[config.mk]
export PLATFORM = sky130hd
export DESIGN_NAME = vctrl_stripmine_seq
export DESIGN_NICKNAME = d
export VERILOG_FILES = /design/src/rtl/vctrl_pkg.sv /design/src/rtl/count_to_mask.sv /design/src/rtl/vctrl_stripmine_seq.sv
export SDC_FILE = /design/constraint.sdc
export NUM_CORES = 1
export LEC_CHECK = 0
export CORE_AREA = 2 2 104 156
export CTS_CLUSTER_SIZE = 24
export DETAILED_ROUTE_END_ITERATION = 16
export DIE_AREA = 0 0 106 158
export SLEW_MARGIN = 20
export SYNTH_ARGS = -nofsm -noshare
export SYNTH_HDL_FRONTEND = slang
export SYNTH_SLANG_ARGS = --single-unit
[constraint.sdc]
create_clock -name clk -period 3.3 [get_ports clk]
set_clock_uncertainty 0.15 [all_clocks]
set_input_delay 0.825 -clock clk [delete_from_list [all_inputs] [get_ports clk]]
set_output_delay 0.825 -clock clk [all_outputs]
set_load 0.005 [all_outputs]
[src/rtl/vctrl_pkg.sv]
// Shared types and register indices for the vector control write sequencer.
package vctrl_pkg;

   typedef enum logic [2:0] {
      S_IDLE,
      S_WR_M31,
      S_WR_M30,
      S_WR_M29,
      S_WR_VL,
      S_STRIP
   } state_t;

   localparam int VL_REG         = 0;
   localparam int MASK_AROWS_REG = 31;
   localparam int MASK_ACOLS_REG = 30;
   localparam int MASK_BCOLS_REG = 29;

   localparam int MASK_W_DEF     = 8;
   localparam int MASK_CW_DEF    = 4;

endpackage

[src/rtl/count_to_mask.sv]
// Count to saturating thermometer mask: low i_cnt bits set, capped at MMS.
module count_to_mask #(
   parameter int MMS = 8,
   parameter int CW  = 4
) (
   input  logic [CW-1:0]  i_cnt,
   output logic [MMS-1:0] o_mask
);

   always_comb begin
      o_mask = '0;
      for (int i = 0; i < MMS; i++) begin
         o_mask[i] = ($unsigned(i) < 32'(i_cnt));
      end
   end

endmodule

[src/rtl/vctrl_stripmine_seq.sv]
// Strip-mining writer for the vector control register file.
// Optional VCTRL_SEQ_MASK_SKIP_EN: skip mask writes that match a shadow copy.
module vctrl_stripmine_seq
   import vctrl_pkg::*;
#(
   parameter int WIDTH        = 32,
   parameter int LOG2NUMREGS  = 5,
   parameter int MVL          = 64,
   parameter int MAT_MUL_SIZE = MASK_W_DEF,
   parameter int CW           = MASK_CW_DEF
) (
   input  logic                   clk,
   input  logic                   reset,
   input  logic                   req_valid,
   output logic                   req_ready,
   input  logic [WIDTH-1:0]       req_total,
   input  logic [CW-1:0]          req_a_rows,
   input  logic [CW-1:0]          req_a_cols,
   input  logic [CW-1:0]          req_b_cols,
   output logic [LOG2NUMREGS-1:0] c_reg,
   output logic [WIDTH-1:0]       c_writedatain,
   output logic                   c_we,
   output logic                   strip_valid,
   output logic [WIDTH-1:0]       strip_vl,
   output logic                   strip_last,
   input  logic                   strip_next,
   output logic                   busy
);

   state_t                  r_state;
   state_t                  w_next;
   logic [WIDTH-1:0]        r_remaining;
   logic [CW-1:0]           r_arows;
   logic [CW-1:0]           r_acols;
   logic [CW-1:0]           r_bcols;

   logic                    w_accept;
   logic                    w_idle;
   logic [CW-1:0]           w_arows;
   logic [CW-1:0]           w_acols;
   logic [CW-1:0]           w_bcols;
   logic [CW-1:0]           w_cnt;
   logic [MAT_MUL_SIZE-1:0] w_mask;
   logic [WIDTH-1:0]        w_rem;
   logic [WIDTH-1:0]        w_vl;
   logic                    w_need31;
   logic                    w_need30;
   logic                    w_need29;
   state_t                  w_from29;
   state_t                  w_from30;
   state_t                  w_from31;

   assign w_accept = req_valid && req_ready;
   assign w_idle   = (r_state == S_IDLE);

   // In IDLE the latched copies are stale, so look at the request directly
   assign w_arows = w_idle ? req_a_rows : r_arows;
   assign w_acols = w_idle ? req_a_cols : r_acols;
   assign w_bcols = w_idle ? req_b_cols : r_bcols;
   assign w_rem   = w_idle ? req_total  : r_remaining;

   assign w_vl = (w_rem >= WIDTH'(MVL)) ? WIDTH'(MVL) : w_rem;

   always_comb begin
      w_cnt = w_bcols;
      if (w_next == S_WR_M31) w_cnt = w_arows;
      if (w_next == S_WR_M30) w_cnt = w_acols;
   end

   count_to_mask #(.MMS(MAT_MUL_SIZE), .CW(CW)) u_mask (
      .i_cnt  (w_cnt),
      .o_mask (w_mask)
   );

`ifdef VCTRL_SEQ_MASK_SKIP_EN
   logic [MAT_MUL_SIZE-1:0] r_sh31;
   logic [MAT_MUL_SIZE-1:0] r_sh30;
   logic [MAT_MUL_SIZE-1:0] r_sh29;
   logic [MAT_MUL_SIZE-1:0] w_m31;
   logic [MAT_MUL_SIZE-1:0] w_m30;
   logic [MAT_MUL_SIZE-1:0] w_m29;

   count_to_mask #(.MMS(MAT_MUL_SIZE), .CW(CW)) u_m31 (
      .i_cnt (w_arows), .o_mask (w_m31));
   count_to_mask #(.MMS(MAT_MUL_SIZE), .CW(CW)) u_m30 (
      .i_cnt (w_acols), .o_mask (w_m30));
   count_to_mask #(.MMS(MAT_MUL_SIZE), .CW(CW)) u_m29 (
      .i_cnt (w_bcols), .o_mask (w_m29));

   assign w_need31 = (w_m31 != r_sh31);
   assign w_need30 = (w_m30 != r_sh30);
   assign w_need29 = (w_m29 != r_sh29);

   always_ff @(posedge clk) begin
      if (reset) begin
         r_sh31 <= '1;
         r_sh30 <= '1;
         r_sh29 <= '1;
      end else begin
         if (w_next == S_WR_M31) r_sh31 <= w_mask;
         if (w_next == S_WR_M30) r_sh30 <= w_mask;
         if (w_next == S_WR_M29) r_sh29 <= w_mask;
      end
   end
`else
   assign w_need31 = 1'b1;
   assign w_need30 = 1'b1;
   assign w_need29 = 1'b1;
`endif

   assign w_from29 = w_need29 ? S_WR_M29 : S_WR_VL;
   assign w_from30 = w_need30 ? S_WR_M30 : w_from29;
   assign w_from31 = w_need31 ? S_WR_M31 : w_from30;

   always_comb begin
      w_next = r_state;
      case (r_state)
         S_IDLE:   if (w_accept) w_next = w_from31;
         S_WR_M31: w_next = w_from30;
         S_WR_M30: w_next = w_from29;
         S_WR_M29: w_next = S_WR_VL;
         // A zero vl only happens for an empty job
         S_WR_VL:  w_next = (strip_vl == '0) ? S_IDLE : S_STRIP;
         S_STRIP: begin
            if (strip_next) w_next = strip_last ? S_IDLE : S_WR_VL;
         end
         default:  w_next = S_IDLE;
      endcase
   end

   // Outputs are registered from the state being entered
   always_ff @(posedge clk) begin
      if (reset) begin
         r_state       <= S_IDLE;
         req_ready     <= 1'b1;
         busy          <= 1'b0;
         c_we          <= 1'b0;
         c_reg         <= '0;
         c_writedatain <= '0;
         strip_valid   <= 1'b0;
         strip_vl      <= '0;
         strip_last    <= 1'b0;
         r_remaining   <= '0;
         r_arows       <= '0;
         r_acols       <= '0;
         r_bcols       <= '0;
      end else begin
         r_state     <= w_next;
         req_ready   <= (w_next == S_IDLE);
         busy        <= (w_next != S_IDLE);
         strip_valid <= (w_next == S_STRIP);
         c_we        <= 1'b0;
         if (w_accept) begin
            r_remaining <= req_total;
            r_arows     <= req_a_rows;
            r_acols     <= req_a_cols;
            r_bcols     <= req_b_cols;
         end
         case (w_next)
            S_WR_M31: begin
               c_we          <= 1'b1;
               c_reg         <= LOG2NUMREGS'(MASK_AROWS_REG);
               c_writedatain <= WIDTH'(w_mask);
            end
            S_WR_M30: begin
               c_we          <= 1'b1;
               c_reg         <= LOG2NUMREGS'(MASK_ACOLS_REG);
               c_writedatain <= WIDTH'(w_mask);
            end
            S_WR_M29: begin
               c_we          <= 1'b1;
               c_reg         <= LOG2NUMREGS'(MASK_BCOLS_REG);
               c_writedatain <= WIDTH'(w_mask);
            end
            S_WR_VL: begin
               c_we          <= 1'b1;
               c_reg         <= LOG2NUMREGS'(VL_REG);
               c_writedatain <= w_vl;
               r_remaining   <= w_rem - w_vl;
               strip_vl      <= w_vl;
               strip_last    <= (w_rem == w_vl);
            end
            default: ;
         endcase
      end
   end

endmodule
==> results.py, run 1 <==
metrics = {
    "global_routing": {
        "track_usage_pct": 23.5,
        "grt-ovfl-total": 0,
        "grt_pass1_wl_mm": 30.7,
        "antenna_found_initial": 0,
        "first_global_vias": 5915,
        "grt_max_degree": 52,
    },
    "sta": {
        "hold_violations": 0,
        "fmax_mhz": 311,
        "fin_crit_ps": 3210,
        "worst_pin_slew_ps": 548,
        "slew_viol_final": 0,
        "relSlewSlack_pct": 62.5,
        "finalCritPeriodShare_pct": 97.4,
        "setup_slack_ps": 86.3,
        "finalHoldWorstSlack_ps": 309,
        "setup_viol": 0,
    },
    "clock_tree": {
        "cts.sinks": 115,
        "cts.clk_slew.worst_paths_ps": 60,
        "htreeDepth": 4,
        "clock-root-buffer": "clkbuf_16",
        "hold_buffers": 0,
        "clk-insertion-delay-late_ps": 410,
        "clockBufferDepth": 2,
        "cts_buffers": 17,
        "cts_tree": "done",
    },
    "placed_design": {
        "dp_slack_ps": -745,
        "postPlaceCellArea_sq_um": 7400,
        "gp_congestion": 0.926,
        "portBuffers": 121,
        "dp_cells": 1041,
        "place_hpwl_mm": 14.1,
    },
    "synth": {
        "ys_types": 56,
        "ys_ff_latch": 115,
        "ys_dominant_reg_cell": "dfxtp_1",
        "ys_seq_area_share_pct": 43.4,
        "ys_top_cells_by_count": "119 x nand2_1, 115 x dfxtp_1, 57 x and3_1",
        "syn_inst": 664,
        "synth-edff-count": 0,
        "netlist_area_sq_um": 5300,
        "yosysTopAreaCell": "dfxtp_1",
        "ys_top_cells_by_area": "dfxtp_1 43%, nand2_1 8.4%, and3_1 6.7%",
        "synth-async-reset-ratio_pct": 0,
        "syn_area_per_cell_sq_um": 7.98,
        "synth_warnings": 0,
        "synth.most_common_cell": "nand2_1",
        "yosys.area.top_type_share_pct": 43.4,
        "syn_nets": 713,
    },
    "setup_path": {
        "path_max_fanout": 8,
        "r2r-start": "r_state[0]$_SDFF_PP0_",
        "critPathRequiredTime_ps": 3440,
        "r2r_slack_ps": 100,
        "critical_path_class": "primary input to flip-flop",
        "reg2reg_to": "r_remaining[10]$_SDFFE_PP0P_",
        "critPathArrivalTime_ps": 3350,
        "cp-start-kind": "primary input",
        "reg2reg_depth": 10,
        "end_kind": "flip-flop",
    },
    "die": {
        "start_util_pct": 34.2,
        "core_region_area_sq_um": 15500,
        "ios": 122,
        "rows": 56,
        "die_x_um": 106,
        "die_area_sq_um": 16700,
        "die_y_um": 158,
    },
    "route": {
        "met1_length_mm": 7.30,
        "drtIter0Drc": 293,
        "num_vias": 5820,
        "drcViolationCount": 0,
        "wl_met2_mm": 9.90,
        "detail_route.wl_per_cell_um": 17.7,
        "dr.pass1.iters": 5,
        "routed-wl-met3_mm": 1.12,
        "routed_wl_mm": 19.1,
        "routed.top_layer": "met4",
        "drtAntennaViolNets": 0,
        "vias_per_cell": 5.41,
    },
    "cells_and_area": {
        "antenna_cells": 0,
        "drive_above_1_share_pct": 18.6,
        "area_growth_pct": 54.3,
        "nets": 909,
        "fin_area_sq_um": 8170,
        "largestRegisters": "c_writedatain x32, r_remaining x32, strip_vl x32",
        "nFillCells": 1459,
        "instances_no_fill": 1076,
    },
    "worst_hold_path": {
        "hold_path_class": "flip-flop to flip-flop",
        "whs_path_depth": 2,
        "hold_start": "c_writedatain[4]$_SDFFE_PP0P_",
        "worst_hold_path.endpoint": "c_writedatain[4]$_SDFFE_PP0P_",
    },
    "power": {
        "irDropWorstVdd_mv": 0.388,
        "power_density_nw_per_um2": 699,
        "cellLeakagePower_nw": 3.48,
    },
    "outcome": {
        "status": "complete, no violations",
    },
    "job": {
        "cap_viol_max_count": 0,
    },
}
-- metal layers --
layer | vias to the layer above | GRT usage, %
li1 | 2774 | -
met1 | 2777 | 26.0
met2 | 219 | 43.0
met3 | 50 | 4.98
met4 | 0 | 10.4
met5 | - | 0
-- cell type report --
cell class	instances	area, sq um	area share, %
inverter	4	15.0	0.184
tap	203	254	3.11
sequential	115	2300	28.2
clock buffer	18	439	5.37
timing repair buffer	226	2070	25.3
clock inverter	14	223	2.72
multi-input combinational	496	2870	35.1
-- how the worst max path moves through the flow --
stage	start	endpoint	slack [ps]	cells past startpoint
floorplan	r_state[1]$_SDFF_PP0_	c_writedatain[2]$_SDFFE_PP0P_	340	8
global placement	req_total[23]	r_remaining[22]$_SDFFE_PP0P_	-640	11
detailed placement	req_total[25]	r_remaining[22]$_SDFFE_PP0P_	-750	11
CTS	req_total[30]	r_remaining[10]$_SDFFE_PP0P_	20	10
global route	req_total[23]	r_remaining[10]$_SDFFE_PP0P_	-6	11
finish	req_total[22]	r_remaining[10]$_SDFFE_PP0P_	90	11
-- cells in the final DEF (no fill, tap or decap), types with 6 or more instances in the layout --
| cell | netlist | layout |
|---|---|---|
| nand2_1 | 119 | 118 |
| dfxtp_1 | 115 | 115 |
| clkdlybuf4s50_1 | 0 | 115 |
| buf_4 | 3 | 100 |
| and3_1 | 57 | 57 |
| a21oi_1 | 53 | 52 |
| nor2_1 | 47 | 47 |
| nand3_1 | 25 | 25 |
| o21ai_0 | 24 | 21 |
| nor3_1 | 17 | 17 |
| nor4_1 | 20 | 17 |
| clkbuf_16 | 0 | 17 |
| mux2i_1 | 16 | 16 |
| a31oi_1 | 12 | 11 |
| or3_1 | 9 | 8 |
| or4_1 | 8 | 8 |
| o211ai_1 | 8 | 8 |
| nand4_1 | 6 | 6 |
| xnor2_1 | 6 | 6 |
| dlymetal6s2s_1 | 0 | 6 |
-- power breakdown --
part	leakage (nW)	switching (W)	internal [W]
clock network	0.318	0.000682	0.00137
registers	0.937	0.000142	0.00155
logic	2.22	0.00108	0.000887
total	3.48	0.00190	0.00381
-- what timing repair did --
item / 4_1_cts / 5_1_grt
pin swaps: 1 / 11
setup endpoints to repair: 12 / 18
resized for setup: 6 / 16
setup buffers: 1 / 2
-- metrics by stage --
| step | total power, W | utilization, % | setup TNS (ps) |
|---|---|---|---|
| after floorplan | 0.00272 | - | 0 |
| after global placement | 0.00359 | 47.8 | -10350 |
| after detailed placement | 0.00361 | 47.8 | -10840 |
| after CTS | 0.00571 | 52.3 | 0 |
| after global routing | 0.00602 | 52.8 | -6.09 |
| final | 0.00571 | 52.8 | 0 |
-- kinds of logic (layout without fill, tap and decap cells) --
group                      after synthesis  count (layout)  share of synthesized area [%]
DFF                                    115             115                           43.4
other                                    1               1                         0.0708
muxes                                   19              19                           3.66
xor gates and xnor gates                 7               7                           1.16
and+or+nand+nor                        330             330                           30.9
AOI/OAI and AO/OA                      138             138                           16.2
buffers and inverters                   53             262                           4.27
adders and majority gates                1               1                          0.236
-- critical path: stages --
cell	delay, ps
clkdlybuf4s50_1	450
nor4_2	300
and3_1	250
o21ai_1	110
or4_4	520
nand2_4	90
ha_4	150
a21oi_4	70
or2_4	290
a211oi_2	230
nor4_2	70
Note: power is estimated with default switching activity, not from simulation.
==> run 2: changes to the inputs <==
Settings changed: CAP_MARGIN set to 10, MAX_ROUTING_LAYER set to met4, SETUP_SLACK_MARGIN set to 0.05.
==> run 2 against run 1 <==
  * Power decreased by 2.7%
  * Sequential share of layout area up 0.34 points
  * Critical endpoint is now r_remaining[14]$_SDFFE_PP0P_
  * Sequential power about the same
  * Clock power fell by 6%
  * Critical path depth up 1
  * Register-to-register slack gained 70 ps
  * Global-route usage about the same
  * Combinational power about the same
  * Critical path type unchanged
==> results.py, run 2 (synthesized netlist as in run 1, its figures left out) <==
metrics = {
    "outcome": {
        "status": "complete, no violations",
    },
    "setup_path": {
        "end_kind": "flip-flop",
        "path_max_fanout": 8,
        "cp-start-kind": "primary input",
        "critical_path_class": "primary input to flip-flop",
        "r2r_slack_ps": 170,
        "critPathRequiredTime_ps": 3480,
        "critPathArrivalTime_ps": 3350,
    },
    "route": {
        "drtAntennaViolNets": 0,
        "routed_wl_mm": 19.0,
        "routed-wl-met3_um": 836,
        "drcViolationCount": 0,
        "met1_length_mm": 7.62,
        "drtIter0Drc": 289,
        "num_vias": 5736,
        "routed.top_layer": "met4",
        "wl_met2_mm": 9.79,
        "detail_route.wl_per_cell_um": 17.7,
        "dr.pass1.iters": 5,
        "vias_per_cell": 5.35,
    },
    "die": {
        "die_area_sq_um": 16700,
        "start_util_pct": 34.2,
        "die_y_um": 158,
        "ios": 122,
        "rows": 56,
        "die_x_um": 106,
        "core_region_area_sq_um": 15500,
    },
    "cells_and_area": {
        "multi_input_area_sq_um": 2870,
        "largestRegisters": "c_writedatain x32, r_remaining x32, strip_vl x32",
        "area.sequential_sq_um": 2300,
        "nets": 905,
        "drive_above_1_share_pct": 18.1,
        "area_growth_pct": 52.4,
        "nFillCells": 1445,
        "final_util_pct": 52.1,
        "instances_no_fill": 1072,
        "layout_commonest_cell": "nand2_1",
        "antenna_cells": 0,
        "final_cell_mix": "118 x nand2_1, 115 x dfxtp_1, 115 x clkdlybuf4s50_1, 98 x buf_4, 57 x and3_1",
    },
    "power": {
        "seq_power_share_pct": 30.3,
        "power_switching_w": 0.00193,
        "power_frac_comb_pct": 34.9,
        "p_int_w": 0.00363,
        "irDropWorstVdd_mv": 0.411,
        "cellLeakagePower_nw": 3.43,
        "power_density_nw_per_um2": 688,
        "netSwitchingFraction_pct": 34.7,
        "clockPowerShare_pct": 34.7,
    },
    "placed_design": {
        "dp_slack_ps": -686,
        "dp_cells": 1036,
        "portBuffers": 121,
        "gp_congestion": 0.910,
        "place_hpwl_mm": 14.0,
    },
    "clock_tree": {
        "clk-insertion-delay-late_ps": 410,
        "clock-root-buffer": "clkbuf_16",
        "cts.clk_slew.worst_paths_ps": 60,
        "htreeDepth": 4,
        "hold_buffers": 0,
        "cts_tree": "done",
        "cts.sinks": 115,
        "clockBufferDepth": 2,
        "cts_buffers": 17,
    },
    "global_routing": {
        "grt_pass1_wl_mm": 29.8,
        "antenna_found_initial": 0,
        "grt-ovfl-total": 0,
        "track_usage_pct": 23.5,
        "grt_max_degree": 52,
        "first_global_vias": 5743,
    },
    "sta": {
        "finalCritPeriodShare_pct": 96.0,
        "worst_pin_slew_ps": 640,
        "slew_viol_final": 0,
        "setup_slack_ps": 133,
        "relSlewSlack_pct": 56.2,
        "rsz0062_at_grt": "false",
        "hold_violations": 0,
        "fmax_mhz": 316,
        "setup_viol": 0,
        "fin_crit_ps": 3170,
    },
    "worst_hold_path": {
        "hold_path_class": "flip-flop to flip-flop",
    },
    "job": {
        "cap_viol_max_count": 0,
    },
}
run 2: changes by cell type in the layout (fill, tap and decap cells not counted), sizes merged:
cell	previous run	this run
inv	7	11
dlymetal6s2s	6	5
clkbuf	18	17
bufinv	5	3
dlygate4sd2	0	1
buf	105	101
clkinvlp	2	1
run 2: cell type report:
cell class / instances / share of cell area [%]
clock inverters: 15 / 2.42
well taps: 203 / 3.15
inverters: 4 / 0.186
repair buffers: 222 / 25.0
clock buffers: 17 / 5.27
multi-input cells: 496 / 35.5
flip-flops and latches: 115 / 28.5
run 2: repair_timing:
| item | in CTS | in global routing |
|---|---|---|
| resized for setup | 9 | 11 |
| pin swaps | 5 | 11 |
| setup endpoints to repair | 13 | 17 |
| setup buffers | 1 | 3 |
run 2: worst paths after layout:
kind / startpoint / endpoint / cells after the start
max reg2reg: r_state[0]$_SDFF_PP0_ / r_remaining[14]$_SDFFE_PP0P_ / 11
min: r_acols[2]$_SDFFE_PP0P_ / r_acols[2]$_SDFFE_PP0P_ / 2
min reg2reg: r_acols[2]$_SDFFE_PP0P_ / r_acols[2]$_SDFFE_PP0P_ / 2
max: req_total[20] / r_remaining[14]$_SDFFE_PP0P_ / 12
run 2: power by group through the flow:
stage	Clock (W)	Combinational, W	Sequential (W)
6_report	0.00193	0.00194	0.00169
2_1_floorplan	0	0.00105	0.00167
3_3_place_gp	0	0.00187	0.00171
4_1_cts	0.00197	0.00193	0.00168
5_1_grt	0.00202	0.00212	0.00170
3_5_place_dp	0	0.00189	0.00171
run 2: through the flow:
step / instance area (sq um) / total power [W] / TNS, ps / hold WS (ps)
2_1_floorplan: 5310 / 0.00272 / 0 / 286
3_3_place_gp: 7350 / 0.00358 / -10510 / 294
3_5_place_dp: 7350 / 0.00360 / -11770 / 302
4_1_cts: 8020 / 0.00558 / 0 / 311
5_1_grt: 8080 / 0.00584 / 0 / 331
6_report: 8080 / 0.00556 / 0 / 311
run 2: critical path, cell delays in order:
cell,delay (ps)
clkdlybuf4s50_1,440
nor4_2,310
and3_1,260
o21ai_1,110
or4_4,530
nand2_4,90
ha_4,140
a21oi_4,60
o21ai_1,140
buf_4,170
o21ai_0,90
a31oi_1,180
run 2: metal layers:
layer,up-vias,global-route usage [%]
li1,2787,-
met1,2721,25.0
met2,186,41.8
met3,42,4.03
met4,0,12.0
met5,-,-
==> run 3: changes to the inputs <==
Settings changed: SETUP_SLACK_MARGIN 0.05 to 0.4.
==> run 3 against run 2 <==
  * Largest cell class unchanged
  * Final area grew 3.6%
  * Critical endpoint unchanged
  * Setup slack gained 110 ps
  * Core utilization grew 1.9 points
  * Largest power group unchanged
  * First-iteration DRC count grew 13%
==> results.py, run 3 (synthesized netlist as in run 1, its figures left out) <==
metrics = {
    "outcome": {
        "status": "complete, no violations",
    },
    "route": {
        "dr.pass1.iters": 6,
        "vias_per_cell": 5.29,
        "drcViolationCount": 0,
        "num_vias": 5734,
        "routed_wl_mm": 19.0,
        "drtAntennaViolNets": 0,
        "detail_route.wl_per_cell_um": 17.5,
        "drtIter0Drc": 327,
    },
    "power": {
        "cellLeakagePower_nw": 3.62,
        "power_density_nw_per_um2": 682,
        "irDropWorstVdd_mv": 0.384,
    },
    "clock_tree": {
        "clock-root-buffer": "clkbuf_16",
        "clk-insertion-delay-late_ps": 410,
        "cts_tree": "done",
        "clockBufferDepth": 2,
        "cts_buffers": 17,
        "cts.clk_slew.worst_paths_ps": 50,
        "htreeDepth": 4,
        "cts.sinks": 115,
    },
    "setup_path": {
        "crit_path_start": "req_total[17]",
        "cp-start-kind": "primary input",
        "r2r_slack_ps": 250,
        "cp.depth": 12,
        "r2r-start": "r_state[0]$_SDFF_PP0_",
        "cp_top_family": "simple AND/OR/NAND/NOR gates",
        "reg2reg_depth": 11,
        "cp_num_buf_inv": 2,
        "reg2reg_to": "r_remaining[14]$_SDFFE_PP0P_",
        "slowest_delay_ps": 570,
        "critPathArrivalTime_ps": 3190,
        "path_max_fanout": 8,
        "end_kind": "flip-flop",
        "critical_path_class": "primary input to flip-flop",
        "critical_path.cell_chain": "dlymetal6s2s_1, or3_4, nor4_4, o21ai_2, or4_4, nand2_4, ha_4, a21oi_4, o21ai_1, buf_4, or3_1, a31oi_1",
        "critical_path.endpoint": "r_remaining[14]$_SDFFE_PP0P_",
        "cp_slowest_cell": "or4_4",
        "critPathRequiredTime_ps": 3430,
    },
    "global_routing": {
        "grt_max_degree": 57,
        "antenna_found_initial": 0,
        "grt-ovfl-total": 0,
        "first_global_vias": 6016,
        "grt_pass1_wl_mm": 30.4,
        "track_usage_pct": 23.9,
    },
    "cells_and_area": {
        "layout_commonest_cell": "nand2_1",
        "multi_input_area_sq_um": 3010,
        "antenna_cells": 0,
        "final_cell_mix": "116 x nand2_1, 113 x dfxtp_1, 102 x clkdlybuf4s50_1, 102 x buf_4, 56 x and3_1",
        "nFillCells": 1485,
        "fin_area_sq_um": 8370,
        "largestRegisters": "c_writedatain x32, r_remaining x32, strip_vl x32",
        "drive_above_1_share_pct": 21.6,
        "area_growth_pct": 57.9,
        "nets": 917,
        "area.sequential_sq_um": 2310,
    },
    "sta": {
        "fin_crit_ps": 3060,
        "fmax_mhz": 327,
        "worst_pin_slew_ps": 580,
        "relSlewSlack_pct": 61.2,
        "hold_violations": 0,
        "rsz0062_at_grt": "true",
        "setup_slack_ps": 245,
        "finalHoldWorstSlack_ps": 311,
        "finalCritPeriodShare_pct": 92.6,
        "slew_viol_final": 0,
        "setup_viol": 0,
    },
    "die": {
        "die_area_sq_um": 16700,
        "die_y_um": 158,
        "ios": 122,
        "die_x_um": 106,
        "core_region_area_sq_um": 15500,
        "rows": 56,
        "start_util_pct": 34.2,
    },
    "placed_design": {
        "place_hpwl_mm": 13.9,
        "postPlaceCellArea_sq_um": 7370,
        "gp_congestion": 0.894,
        "portBuffers": 121,
        "dp_slack_ps": -749,
    },
    "worst_hold_path": {
        "hold_path_class": "flip-flop to flip-flop",
    },
    "job": {
        "cap_viol_max_count": 0,
    },
}
run 3: changes by cell type in the layout (fill, tap and decap cells not counted), moves of 4 or more:
cell             before  now
buf_4                98  102
buf_6                 0    6
clkdlybuf4s50_1     115  102
dlymetal6s2s_1        5   16
o21ai_0              21   15
o21ai_2               1    5
run 3: metrics by stage:
stage	std cells	setup TNS, ps	utilization, %	power, W
after detailed placement	1039	-11690	47.6	0.00362
after global routing	1084	0	54.0	0.00601
final	1084	0	54.0	0.00570
after global placement	1039	-10670	47.6	0.00360
after CTS	1080	0	52.8	0.00565
after floorplan	664	0	-	0.00273
run 3: what timing repair did:
action	4_1_cts	5_1_grt
setup endpoints to repair	38	35
gates resized for setup	37	44
hold buffers	0	0
buffers inserted	9	4
pin swaps	29	36
run 3: worst min path at each step:
stage                                       start                 endpoint  cells past startpoint
after floorplan           r_acols[3]$_SDFFE_PP0P_  r_acols[3]$_SDFFE_PP0P_                      2
after global placement    r_bcols[3]$_SDFFE_PP0P_  r_bcols[3]$_SDFFE_PP0P_                      2
after detailed placement  r_bcols[2]$_SDFFE_PP0P_  r_bcols[2]$_SDFFE_PP0P_                      2
after CTS                 r_bcols[2]$_SDFFE_PP0P_  r_bcols[2]$_SDFFE_PP0P_                      2
after global routing      r_bcols[3]$_SDFFE_PP0P_  r_bcols[3]$_SDFFE_PP0P_                      2
final                     r_bcols[2]$_SDFFE_PP0P_  r_bcols[2]$_SDFFE_PP0P_                      2
run 3: where the power goes:
| part | switching [W] | total, W | internal [W] |
|---|---|---|---|
| sequential | 0.000133 | 0.00169 | 0.00156 |
| combinational | 0.00115 | 0.00214 | 0.000991 |
| clock | 0.000665 | 0.00187 | 0.00121 |
run 3: final cells by class:
cell class	instances	area share, %
clock inverters	12	1.85
well taps	203	3.04
repair buffers	234	26.0
inverters	4	0.179
multi-input cells	496	36.0
flip-flops and latches	115	27.6
clock buffers	20	5.34
run 3: layer usage:
layer / vias up / global-route usage (%) / routed length, um
met5: - / - / 0
met2: 173 / 42.9 / 9890
met1: 2720 / 25.4 / 7620
li1: 2800 / - / -
met4: 0 / 12.2 / 754
met3: 41 / 3.91 / 737
run 3: worst reg2reg max path, cell delays in order (launching register included):
cell,delay [ps]
dfxtp_2,320
or3_4,410
or4_4,430
o32a_1,220
or4_4,550
nand2_4,100
ha_4,140
a21oi_4,70
o21ai_1,160
buf_4,180
or3_1,110
a31oi_1,90
==> RTL edit: new RTL, settings of run 1 <==
The parameter `WIDTH` goes from 32 to 24.
--- a/src/rtl/vctrl_stripmine_seq.sv
+++ b/src/rtl/vctrl_stripmine_seq.sv
@@ -5,3 +5,3 @@
 #(
-   parameter int WIDTH        = 32,
+   parameter int WIDTH        = 24,
    parameter int LOG2NUMREGS  = 5,
Interface: changed (resized c_writedatain, req_total and strip_vl); port bits go from 122 to 98. No check against the original RTL was run, so the function may have changed too.
==> RTL edit against run 1 <==
Count of clock-buffer cells in the layout decreased by 8; utilization decreased by 13 points; wire length decreased by 26%; synthesized area decreased by 20%; critical path depth increased by 2; design area decreased by 24%; final cell count decreased by 20%; sequential cell count decreased by 24; sequential power decreased by 24%; clock power decreased by 45%; setup slack improved by 23 ps; total power decreased by 37%; maximum frequency increased by 0.72%; critical endpoint is now r_remaining[6]; largest cell class unchanged.
==> RTL edit: results (changes against run 1) <==
Mapped Nets=559 (-22%); layout filler cell count=1579 (+8.2%); worst r2r dst=r_remaining[6]; met2 Usage GRT=31.27% (-12 points); GR Util met3=4.035% (-0.95 points); Clk Latency, worst-skew pair=340 ps (-70 ps); switching power=0.001175 W (-38%); Crit Path Max Fanout=4 (-4); largest net degree at the start of global routing=39 (-25%); status=finished clean; Critical Path Start=req_total[9]; NumNets Final=689 (-24%); R2R setup slack=140 ps (+40 ps); Mapped Avg Cell Area=8.169 um2 (+2.4%); most frequent cell after synthesis=dfxtp_1; setup bufs post-CTS=2 (+1); cts bufs inserted=9 (-8); FMAX=0.3134 GHz (+0.72%); multiplexer area fraction after synthesis=5.588% (+1.9 points); top post-synthesis cells by area=dfxtp_1 43%, nand2_1 6.8%, and2_1 5.8%; Hold Crit Start=r_bcols[2]; total number of vias=4359 (-25%); Cell variety after synth=55 (-1.8%); PortBufs=97 (-20%); M1 WL=5772 um (-21%); Hold Path Sink=r_bcols[2]; Non-Filler Instances=856 (-20%); R2R Path Start=r_remaining[11]; Setup WS pre-CTS=-597.1 ps (+147.9 ps); drt first-iter violations=219 (-25%); Worst VDD drop=0.3705 mV (-4.6%); Critical path destination=r_remaining[6]; biggest regs=c_writedatain (24), r_remaining (24), strip_vl (24); Leak Pwr=2.385 nW (-31%)
RTL edit: cell count changes in the layout (fill, tap and decap cells not counted), moves of 12 or more:
cell	before	now
buf_4	100	52
clkdlybuf4s50_1	115	92
nand2_1	118	76
dfxtp_1	115	91
and3_1	57	6
and2_1	5	38
a21oi_1	52	38
nand3_1	25	13
RTL edit: power groups by stage:
stage	clock network, W	registers [W]	logic [W]
2_1_floorplan	0	0.00128	0.000616
3_3_place_gp	0	0.00130	0.00110
3_5_place_dp	0	0.00130	0.00111
4_1_cts	0.00117	0.00128	0.00113
5_1_grt	0.00120	0.00129	0.00128
6_report	0.00113	0.00128	0.00117
RTL edit: area by class of cell:
type	instances	area (um2)	share of cell area, %
inverter	4	20.02	0.3227
timing repair buffer	151	1375	22.17
clock buffer	10	229.0	3.691
tap	203	254.0	4.094
sequential	91	1822	29.37
clock inverter	6	96.34	1.553
multi-input combinational	391	2407	38.81
